## src/rtl/logic_unit_arbiter_pkg.sv

```systemverilog
// Shared encodings for the two-requester bitwise logic arbiter.
package logic_unit_arbiter_pkg;

  // Operation codes carried on reqN_op
  typedef enum logic [1:0] {
    OP_AND  = 2'b00,
    OP_OR   = 2'b01,
    OP_XOR  = 2'b10,
    OP_ANDN = 2'b11
  } op_e;

  // Arbiter control states
  typedef enum logic [1:0] {
    IDLE = 2'b00,
    EXEC = 2'b01,
    RESP = 2'b10
  } state_e;

  // Map a raw 2-bit op field onto the enum (every code is legal)
  function automatic op_e to_op(input logic [1:0] raw);
    return op_e'(raw);
  endfunction

endpackage

```

## src/rtl/logic_unit_arbiter_blu.sv

```systemverilog
// Purely combinational bitwise logic unit shared by both requesters.
module bitwise_logic_unit
  import logic_unit_arbiter_pkg::*;
#(
  parameter int WIDTH = 32
) (
  input  op_e              op,
  input  logic [WIDTH-1:0] a,
  input  logic [WIDTH-1:0] b,
  output logic [WIDTH-1:0] y
);

  // Select the bitwise function; the result never widens or carries
  always_comb begin
    y = '0;
    case (op)
      OP_AND:  y = a & b;
      OP_OR:   y = a | b;
      OP_XOR:  y = a ^ b;
      OP_ANDN: y = a & ~b;
      default: y = '0;
    endcase
  end

endmodule

```

## src/rtl/logic_unit_arbiter.sv

```systemverilog
// Two-requester arbiter in front of one shared bitwise logic unit.
// One operation is in flight at a time: IDLE accepts, EXEC computes,
// RESP holds the result until the consumer takes it.
module logic_unit_arbiter
  import logic_unit_arbiter_pkg::*;
#(
  parameter int WIDTH = 32
) (
  input  logic             clock,
  input  logic             reset,
  input  logic             req0_valid,
  output logic             req0_ready,
  input  logic [1:0]       req0_op,
  input  logic [WIDTH-1:0] req0_a,
  input  logic [WIDTH-1:0] req0_b,
  input  logic             req1_valid,
  output logic             req1_ready,
  input  logic [1:0]       req1_op,
  input  logic [WIDTH-1:0] req1_a,
  input  logic [WIDTH-1:0] req1_b,
  output logic             rsp_valid,
  input  logic             rsp_ready,
  output logic [WIDTH-1:0] rsp_data,
  output logic             rsp_id
);

  state_e           state_q;
  state_e           state_d;
  logic             prio_q;
  logic             grant0;
  logic             grant1;
  logic             accept;

  op_e              op_p0;
  logic [WIDTH-1:0] a_p0;
  logic [WIDTH-1:0] b_p0;
  logic             id_p0;
  logic [WIDTH-1:0] y_p0;

  logic [WIDTH-1:0] data_p1;
  logic             id_p1;

  // Grant: a lone valid requester wins; on contention the pointer decides
  always_comb begin
    grant0 = req0_valid && (!req1_valid || !prio_q);
    grant1 = req1_valid && (!req0_valid ||  prio_q);
    accept = (state_q == IDLE) && reset && (grant0 || grant1);
  end

  // State register
  always_ff @(posedge clock) begin
    if (!reset) begin
      state_q <= IDLE;
    end else begin
      state_q <= state_d;
    end
  end

  // Next-state logic: EXEC always lasts one cycle, RESP waits for the consumer
  always_comb begin
    state_d = state_q;
    case (state_q)
      IDLE:    if (grant0 || grant1) state_d = EXEC;
      EXEC:    state_d = RESP;
      RESP:    if (rsp_ready) state_d = IDLE;
      default: state_d = IDLE;
    endcase
  end

  // Output logic: readiness only in IDLE and never while reset is held
  always_comb begin
    req0_ready = 1'b0;
    req1_ready = 1'b0;
    rsp_valid  = 1'b0;
    case (state_q)
      IDLE: begin
        req0_ready = reset && grant0;
        req1_ready = reset && grant1;
      end
      RESP:    rsp_valid = 1'b1;
      default: ;
    endcase
  end

  // Stage p0: capture the granted request and hand priority to the other side
  always_ff @(posedge clock) begin
    if (!reset) begin
      op_p0  <= OP_AND;
      a_p0   <= '0;
      b_p0   <= '0;
      id_p0  <= 1'b0;
      prio_q <= 1'b0;
    end else if (accept) begin
      op_p0  <= grant1 ? to_op(req1_op) : to_op(req0_op);
      a_p0   <= grant1 ? req1_a : req0_a;
      b_p0   <= grant1 ? req1_b : req0_b;
      id_p0  <= grant1;
      prio_q <= !grant1;
    end
  end

  bitwise_logic_unit #(
    .WIDTH (WIDTH)
  ) u_blu (
    .op (op_p0),
    .a  (a_p0),
    .b  (b_p0),
    .y  (y_p0)
  );

  // Stage p1: register the result in EXEC; it then holds through RESP
  always_ff @(posedge clock) begin
    if (!reset) begin
      data_p1 <= '0;
      id_p1   <= 1'b0;
    end else if (state_q == EXEC) begin
      data_p1 <= y_p0;
      id_p1   <= id_p0;
    end
  end

  assign rsp_data = data_p1;
  assign rsp_id   = id_p1;

endmodule
```

## config.mk

```make
export PLATFORM = sky130hd
export DESIGN_NAME = logic_unit_arbiter
export DESIGN_NICKNAME = d
export VERILOG_FILES = /design/src/rtl/logic_unit_arbiter_pkg.sv /design/src/rtl/logic_unit_arbiter_blu.sv /design/src/rtl/logic_unit_arbiter.sv
export SDC_FILE = /design/constraint.sdc
export NUM_CORES = 1
export LEC_CHECK = 0
export ABC_AREA = 1
export BUFFER_PORTS_ARGS = -buffer_cell sky130_fd_sc_hd__buf_2
export CAP_MARGIN = 20
export CORE_MARGIN = 2
export CORE_UTILIZATION = 25
export CTS_CLUSTER_DIAMETER = 60
export DETAILED_ROUTE_END_ITERATION = 7
export PLACE_DENSITY = 0.49
export SETUP_SLACK_MARGIN = 0.1
export SLEW_MARGIN = 0
export SYNTH_ARGS = -nofsm -noshare
export SYNTH_HDL_FRONTEND = slang
export SYNTH_SLANG_ARGS = --single-unit
```

## constraint.sdc

```tcl
create_clock -name clock -period 3.64 [get_ports clock]
set_input_delay 0.364 -clock clock [delete_from_list [all_inputs] [get_ports clock]]
set_output_delay 0.364 -clock clock [all_outputs]
set_load 0.005 [all_outputs]
```

== After elaboration in Yosys (flattened, before gate mapping) ==
Cells that the tools add are included.
Operators by class
  multiplexer cells: 10
  bitwise gates (word level): 5
  eq/ne operators: 7
  reductions and logical operators: 16
Operators with widths (count)
  $pmux 32 s4: 1
  $and 32x32->32: 2
  $mux 32: 2
  $not 32->32: 1
  $or 32x32->32: 1
  $xor 32x32->32: 1
  $eq 2x2->1 const B: 3
  $logic_and 1x1->1: 6
  $mux 2: 3
  $pmux 2 s3: 1
  $eq 2x1->1 const B: 2
  $logic_not 1->1: 4
  $logic_not 2->1: 2
  $logic_or 1x1->1: 3
  $mux 1: 3
  $ne 2x1->1 const B: 1
  $ne 2x2->1 const B: 1
  $reduce_and 2->1: 1
Storage, ports and cells
  output and inout bits: 36
  bits of input ports: 137
  register bits after elaboration: 103

== Longest topological paths before layout ==
Gate-level depths: netlist of the first run.
  word-level depth: 6
  mapped depth: 9
  mapped depth without buffers: 9

== Modules after synthesis ==
From an unflattened synthesis of the first run, not the netlist that was laid out.
Second synthesis, totals
  cells, all modules: 1297
  area, all modules: 7348.3 um^2
By module, submodules not included
  logic_unit_arbiter: seq. area each 2062.0 um^2, times used 1, cells an instance 822, area each 5084.9 um^2
  bitwise_logic_unit: seq. area each 0.0 um^2, times used 1, cells an instance 475, area each 2263.4 um^2

== Worst setup path before layout of the first run ==
No wires, ideal clock.
  kind: register to register
  start point: reg op_p0[0]
  end point: reg data_p1[12] (netlist: rsp_data[12])
  library setup time: 56 ps
  arrival: 1401 ps
  required time: 3584 ps
  path slack: 2183 ps
  buffers on the path: 2
  cell stages (with the launch flop): 10
  clock period less this slack: 1457 ps
  cells stage by stage: dfxtp_1 -> inv_1 -> ha_1 -> buf_2 -> inv_1 -> clkbuf_1 -> nand2_1 -> nand3_1 -> nand2_1 -> inv_1
On the way
  cells in the longest elaborated chain, start to end: 2
RTL lines
  from (decl): RTL line logic_unit_arbiter.sv:34  | op_e op_p0;
  from (signal assigned): RTL line logic_unit_arbiter.sv:94  | op_p0 <= grant1 ? to_op(req1_op) : to_op(req0_op);
  $eq 2x2->1, or another cell as far along: RTL line logic_unit_arbiter_blu.sv:16  | case (op)
  $pmux 32 s4 (*): RTL line logic_unit_arbiter_blu.sv:16
  to (signal assigned): RTL line logic_unit_arbiter.sv:117  | data_p1 <= y_p0;
  to (decl): RTL line logic_unit_arbiter.sv:40  | logic [WIDTH-1:0] data_p1;
Every way passes the cells marked *; elsewhere a longest branch is shown, timed or not.
A chain may end at the register's enable or synchronous reset.

== Worst setup path after layout of the first run ==
  start point: in req1_valid
  end point: out req0_ready
On the way
  cells in the longest elaborated chain, start to end: 5
RTL lines
  from (decl): RTL line logic_unit_arbiter.sv:16  | input logic req1_valid,
  $logic_not 1->1: RTL line logic_unit_arbiter.sv:45  | grant0 = req0_valid && (!req1_valid || !prio_q);
  $logic_or 1x1->1: RTL line logic_unit_arbiter.sv:45
  $logic_and 1x1->1: RTL line logic_unit_arbiter.sv:45
  $logic_and 1x1->1: RTL line logic_unit_arbiter.sv:77  | req0_ready = reset && grant0;
  $mux 1: RTL line logic_unit_arbiter.sv:75  | case (state_q)
  to (decl): RTL line logic_unit_arbiter.sv:12  | output logic req0_ready,
Every way passes these cells.

==> flow_summary.ini, run 1 <==
[outcome]
outcome = completed

[routing]
avgRoutedWirePerCell_microns = 13.2
drt_iter0_drc = 312
vias = 7408
dr.pass1.iters = 6
drt-vias-per-instance = 4.28
wl_mm = 22.8
antenna_left = 0
drc = 0

[cells_and_area]
finalNonFillerCells = 1730
drive_gt1_share_pct = 15.8
syn2layout_area_growth_pct = 19.8
design_area_sq_um = 8470
layout_common_cells = nand2_1, nor2_1, buf_2
final_common_cell = nand2_1
post-route-util_pct = 30.5
nNetsFinal = 1519
antenna_cells = 0

[synthesis]
netlist_area_sq_um = 7070
syn_inst = 1230
synth.distinct_cells = 20
syn_nets = 1402
yosysWarnings = 0
synth_seq_cells = 103
syn_avg_cell_area_sq_um = 5.75
ys_seq_area_share_pct = 29.2

[worst_setup_path]
worstPathRequired_ps = 3280
startpoint_type = input pin
cp_num_buf_inv = 3
crit_family = buffers and inverters
r2r_cells = 8
critical_path.most_common_cell = buf_2
rr_startpoint = op_p0[0]
max_stage_delay_ps = 610
cp_cell_sequence = buf_2, nand2_2, buf_4, nand2_1, nor2_1, buf_2
endpoint_kind = output pin
r2r-end = rsp_data[5]
crit_path_top_delay_cell = buf_4
crit_fanout = 68
critPathKind = input pin to output pin
rrSetupSlack_ps = 1600
worst_ep_arrival_time_ps = 1890

[floorplanning]
ios = 173
die_x_microns = 172
die_y_microns = 172
num_rows = 61
start_util_pct = 25.4
die-area_sq_um = 29600
core_sq_um = 27800

[sta]
setup_viol = 0
setup_ws_ps = 1380
period_needed_ps = 2260
maxSlewViolCount = 0
max_freq_mhz = 443
min_period_over_period_pct = 62.0
slew_headroom_pct = 31.3
finalSetupTns_ps = 0
hold_violations = 0
skew_ps = 12.1
worst_slew_pin_slew_ps = 1030
rsz0062_at_grt = false

[grt]
grt_pass1_vias = 6761
grt_overflow = 0
grt_usage_pct = 15.4
grt_max_degree = 81
antenna_found_initial = 0
grt_pass1_wl_mm = 35.1

[clocking]
cts_buffers = 9
cts_setup_buffers = 0
clk_pin_slew_worst_paths_ps = 80
cts.repair.resized = 0
hold_buffers = 0
cts_sinks = 103
tritoncts = yes
clock_path_buffers = 2
insertion_delay_ps = 360
htree_levels = 3
cts.root.buffer_cell = clkbuf_16

[job]
drv_cap = 0

[placement]
port_buffers = 172
dp_hpwl_mm = 14.8
place_inst = 1714
gp_congestion = 0.748
placedInstanceArea_sq_um = 8130
dpl_worst_slack_ps = 1380

[worst_hold_path]
min_to = a_p0[16]
hold_class = input pin to register
worstHoldStart = req1_a[16]
min_delay_path_depth = 5

[power]
ir_worst_vdd_uv = 254
p_leak_nw = 4.87
power_density_nw_per_um2 = 402
[synth_stat cells, drive strengths merged]
cell type	instances	area [sq um]
buf	48	302
nand3	165	826
ha	35	438
nand3b	32	240
a21oi	2	10.0
o21a	1	7.51
o21ai	1	5.00
inv	141	529
nand2	464	1750
clkbuf	33	124
o21bai	1	7.51
nor3	1	5.00
nor2	203	764
dfxtp	103	2060
[per-stage QoR]
stage	total power, mW	hold WS [ps]
CTS	3.46	346
global placement	2.30	458
finish	3.40	352
detailed placement	2.31	452
global route	3.66	376
floorplan	2.00	424
[metal layers]
| layer | track usage (%) | routed length (microns) | up-vias |
|---|---|---|---|
| met3 | 2.06 | 805 | 24 |
| met2 | 26.9 | 10600 | 141 |
| met5 | 0 | 0 | - |
| met4 | 5.01 | 439 | 0 |
| li1 | - | - | 3955 |
| met1 | 19.5 | 11000 | 3288 |
[sequential cells by signal, summed over array words and instances, names as in the netlist]
signal / cells
a_p0: 32
b_p0: 32
id_p0: 1
op_p0: 2
prio_q: 1
rsp_data: 32
rsp_id: 1
state_q: 2
[where the power goes]
part,internal (mW),total [mW],switching (mW)
Sequential,1.24,1.30,0.0580
Clock,0.662,1.13,0.470
Combinational,0.352,0.971,0.618
Total,2.26,3.40,1.15
[tightest hold or removal path, stage by stage]
cell and delay (ps):
buf_2 70, nand3_1 70, nand2_1 60, nor2_1 30, nor2_1 80
[how the worst max path moves through the flow]
stage,startpoint,cells past startpoint,end,slack (ps)
CTS,prio_q,5,req0_ready,1370
finish,req1_valid,6,req0_ready,1380
detailed placement,req1_valid,6,req0_ready,1380
global placement,req1_valid,6,req0_ready,1420
global route,prio_q,5,req0_ready,1230
floorplan,op_p0[0],9,rsp_data[12],2180
[area by class of cell]
class	instances	area [sq um]
timing repair buffer	187	986
inverter	141	529
multi-input combinational	905	4080
clock inverter	4	76.3
clock buffer	12	267
fill	3193	19300
tap	378	473
sequential	103	2060
[kinds of logic (layout without fill, tap and decap cells)]
family	count (synthesis)	count (layout)	share of synthesized area [%]
buffers and inverters	222	344	13.5
adders and majority gates	35	35	6.20
DFF	103	103	29.2
and+or+nand+nor	865	865	50.7
AOI/OAI and AO/OA	5	5	0.425
(Power assumes the default switching activity.)
==> run 2, diff against run 1 <==
- ABC_AREA: 1 -> 0
- PLACE_DENSITY: 0.49 -> 0.5
- clock period: 3.64 -> 2.1 ns (I/O delays scaled with it)
==> flow_summary.ini, run 2 <==
[cells_and_area]
nNetsFinal = 1096
post-route-util_pct = 31.9
seq_area_sq_um = 2060
antenna_cells = 0
drive_gt1_share_pct = 24.1
layout_common_cells = buf_2, nor3_1, dfxtp_1
final_common_cell = buf_2
syn2layout_area_growth_pct = 25.2
fillers = 2518
multi_input_area_sq_um = 3340

[outcome]
outcome = completed

[floorplanning]
die-area_sq_um = 25200
core_sq_um = 23500
die_y_microns = 159
die_x_microns = 159
start_util_pct = 25.5
ios = 173
num_rows = 56

[synthesis]
synthFlopType = dfxtp_1
synth.distinct_cells = 27
syn_nets = 966
synth_seq_cells = 103
synth_area_leaders = dfxtp_1, nor3_1, nand3_1, ha_1, nor4_1
yosysTopAreaCell = dfxtp_1
ys_seq_area_share_pct = 34.4
synth_edf_count = 0
syn_avg_cell_area_sq_um = 7.54
synth_top_area_share_pct = 34.4
yosysWarnings = 0
yosysMostFrequentCell = nor3_1
netlist_area_sq_um = 5990
ys_async_sr_fraction_pct = 0
syn_inst = 794
yosys-top-cells-count = nor3_1, dfxtp_1, nand3_1

[grt]
grt_pass1_wl_mm = 31.5
antenna_found_initial = 0
grt_overflow = 0
grt_max_degree = 49
grt_usage_pct = 15.9
grt_pass1_vias = 5797

[sta]
max_freq_mhz = 521
finalSetupTns_ps = 0
maxSlewViolCount = 0
worst_slew_pin_slew_ps = 601
setup_viol = 0
min_period_over_period_pct = 91.4
hold_violations = 0
slew_headroom_pct = 59.9
period_needed_ps = 1920
whs_ps = 162
rsz0062_at_grt = false
skew_ps = 12.4

[worst_setup_path]
startpoint_type = register
crit_fanout = 7
endpoint_kind = output pin
worst_ep_arrival_time_ps = 1710
r2r_cells = 4
worstPathRequired_ps = 1890
critPathKind = register to output pin

[placement]
port_buffers = 172
dp_hpwl_mm = 14.1
gp_congestion = 0.760

[routing]
drc = 0
drt-vias-per-instance = 4.76
wl_mm = 19.8
vias = 5940
avgRoutedWirePerCell_microns = 15.9
drt_iter0_drc = 287
dr.pass1.iters = 4
antenna_left = 0

[clocking]
cts.repair.resized = 0
cts_setup_buffers = 0
cts_sinks = 103
hold_buffers = 0
cts_buffers = 9
htree_levels = 3
clk_pin_slew_worst_paths_ps = 70
clock_path_buffers = 2
tritoncts = yes
cts.root.buffer_cell = clkbuf_16
insertion_delay_ps = 360

[worst_hold_path]
hold_class = input pin to register
min_delay_path_depth = 3

[power]
power_density_nw_per_um2 = 752
p_leak_nw = 3.29
ir_worst_vdd_uv = 392

[job]
drv_cap = 0
==> run 2: cell types whose count changed in the layout (fill, tap and decap cells not counted), sizes merged, moves of 32 or more <==
cell    change
nor3      +132
xor2       +32
nor2b      +34
nand3b     -32
a21oi      +66
nand3      -69
nor2      -199
nand2     -463
inv        -71
and2       +34
nor4       +66
==> run 2: critical path, stage by stage (launching register included) <==
cell and delay (ps):
dfxtp_1 400, or3b_4 410, or2_1 270, nor2_1 140, buf_2 140
==> run 2: report_power, final <==
group | leakage [nW] | internal [mW] | switching, mW
clock | 0.168 | 1.19 | 0.776
sequential | 0.849 | 2.15 | 0.182
combinational | 2.28 | 0.579 | 0.759
total | 3.29 | 3.92 | 1.72
==> run 2: worst paths after layout <==
| check | from | end | slack (ps) |
|---|---|---|---|
| hold / removal | rsp_ready | state_q[1] | 160 |
| setup / recovery | state_q[0] | req1_ready | 180 |
| setup reg to reg | state_q[0] | a_p0[19] | 390 |
| hold reg to reg | id_p0 | id_p0 | 450 |
==> run 2: area by class of cell <==
| cell class | instances | area share (%) |
|---|---|---|
| clock inverters | 6 | 1.44 |
| multi-input cells | 546 | 44.6 |
| well taps | 319 | 5.32 |
| clock buffers | 10 | 3.19 |
| repair buffers | 197 | 14.7 |
| flip-flops and latches | 103 | 27.5 |
| inverters | 67 | 3.35 |
==> run 2: cells by family (layout without fill, tap and decap cells) <==
logic type / Yosys count / after routing / share of synthesized area [%]
multiplexers: 1 / 1 / 0.167
flip-flops: 103 / 103 / 34.4
adder cells (fa/ha/maj): 35 / 35 / 7.31
buffers and inverters: 145 / 280 / 10.3
AND/OR/NAND/NOR: 377 / 377 / 34.6
XOR/XNOR: 32 / 32 / 4.68
AO/OA/AOI/OAI: 101 / 101 / 8.48
==> run 2: metrics by stage <==
step           area (sq um)  cells  total power, mW  setup WS (ps)
2_1_floorplan          5990    794             3.22            608
3_3_place_gp           7150   1232             3.71            304
3_5_place_dp           7150   1232             3.73            260
4_1_cts                7500   1248             5.72            132
5_1_grt                7500   1248             6.00            102
6_report               7500   1248             5.64            180
==> run 2: metal layers <==
| metal | track usage, % | up-vias | wire length (microns) |
|---|---|---|---|
| met4 | 4.13 | 0 | 248 |
| met1 | 20.9 | 2757 | 9520 |
| met2 | 26.3 | 142 | 9020 |
| met3 | 3.34 | 15 | 1030 |
| li1 | - | 3026 | - |
| met5 | 0 | - | 0 |
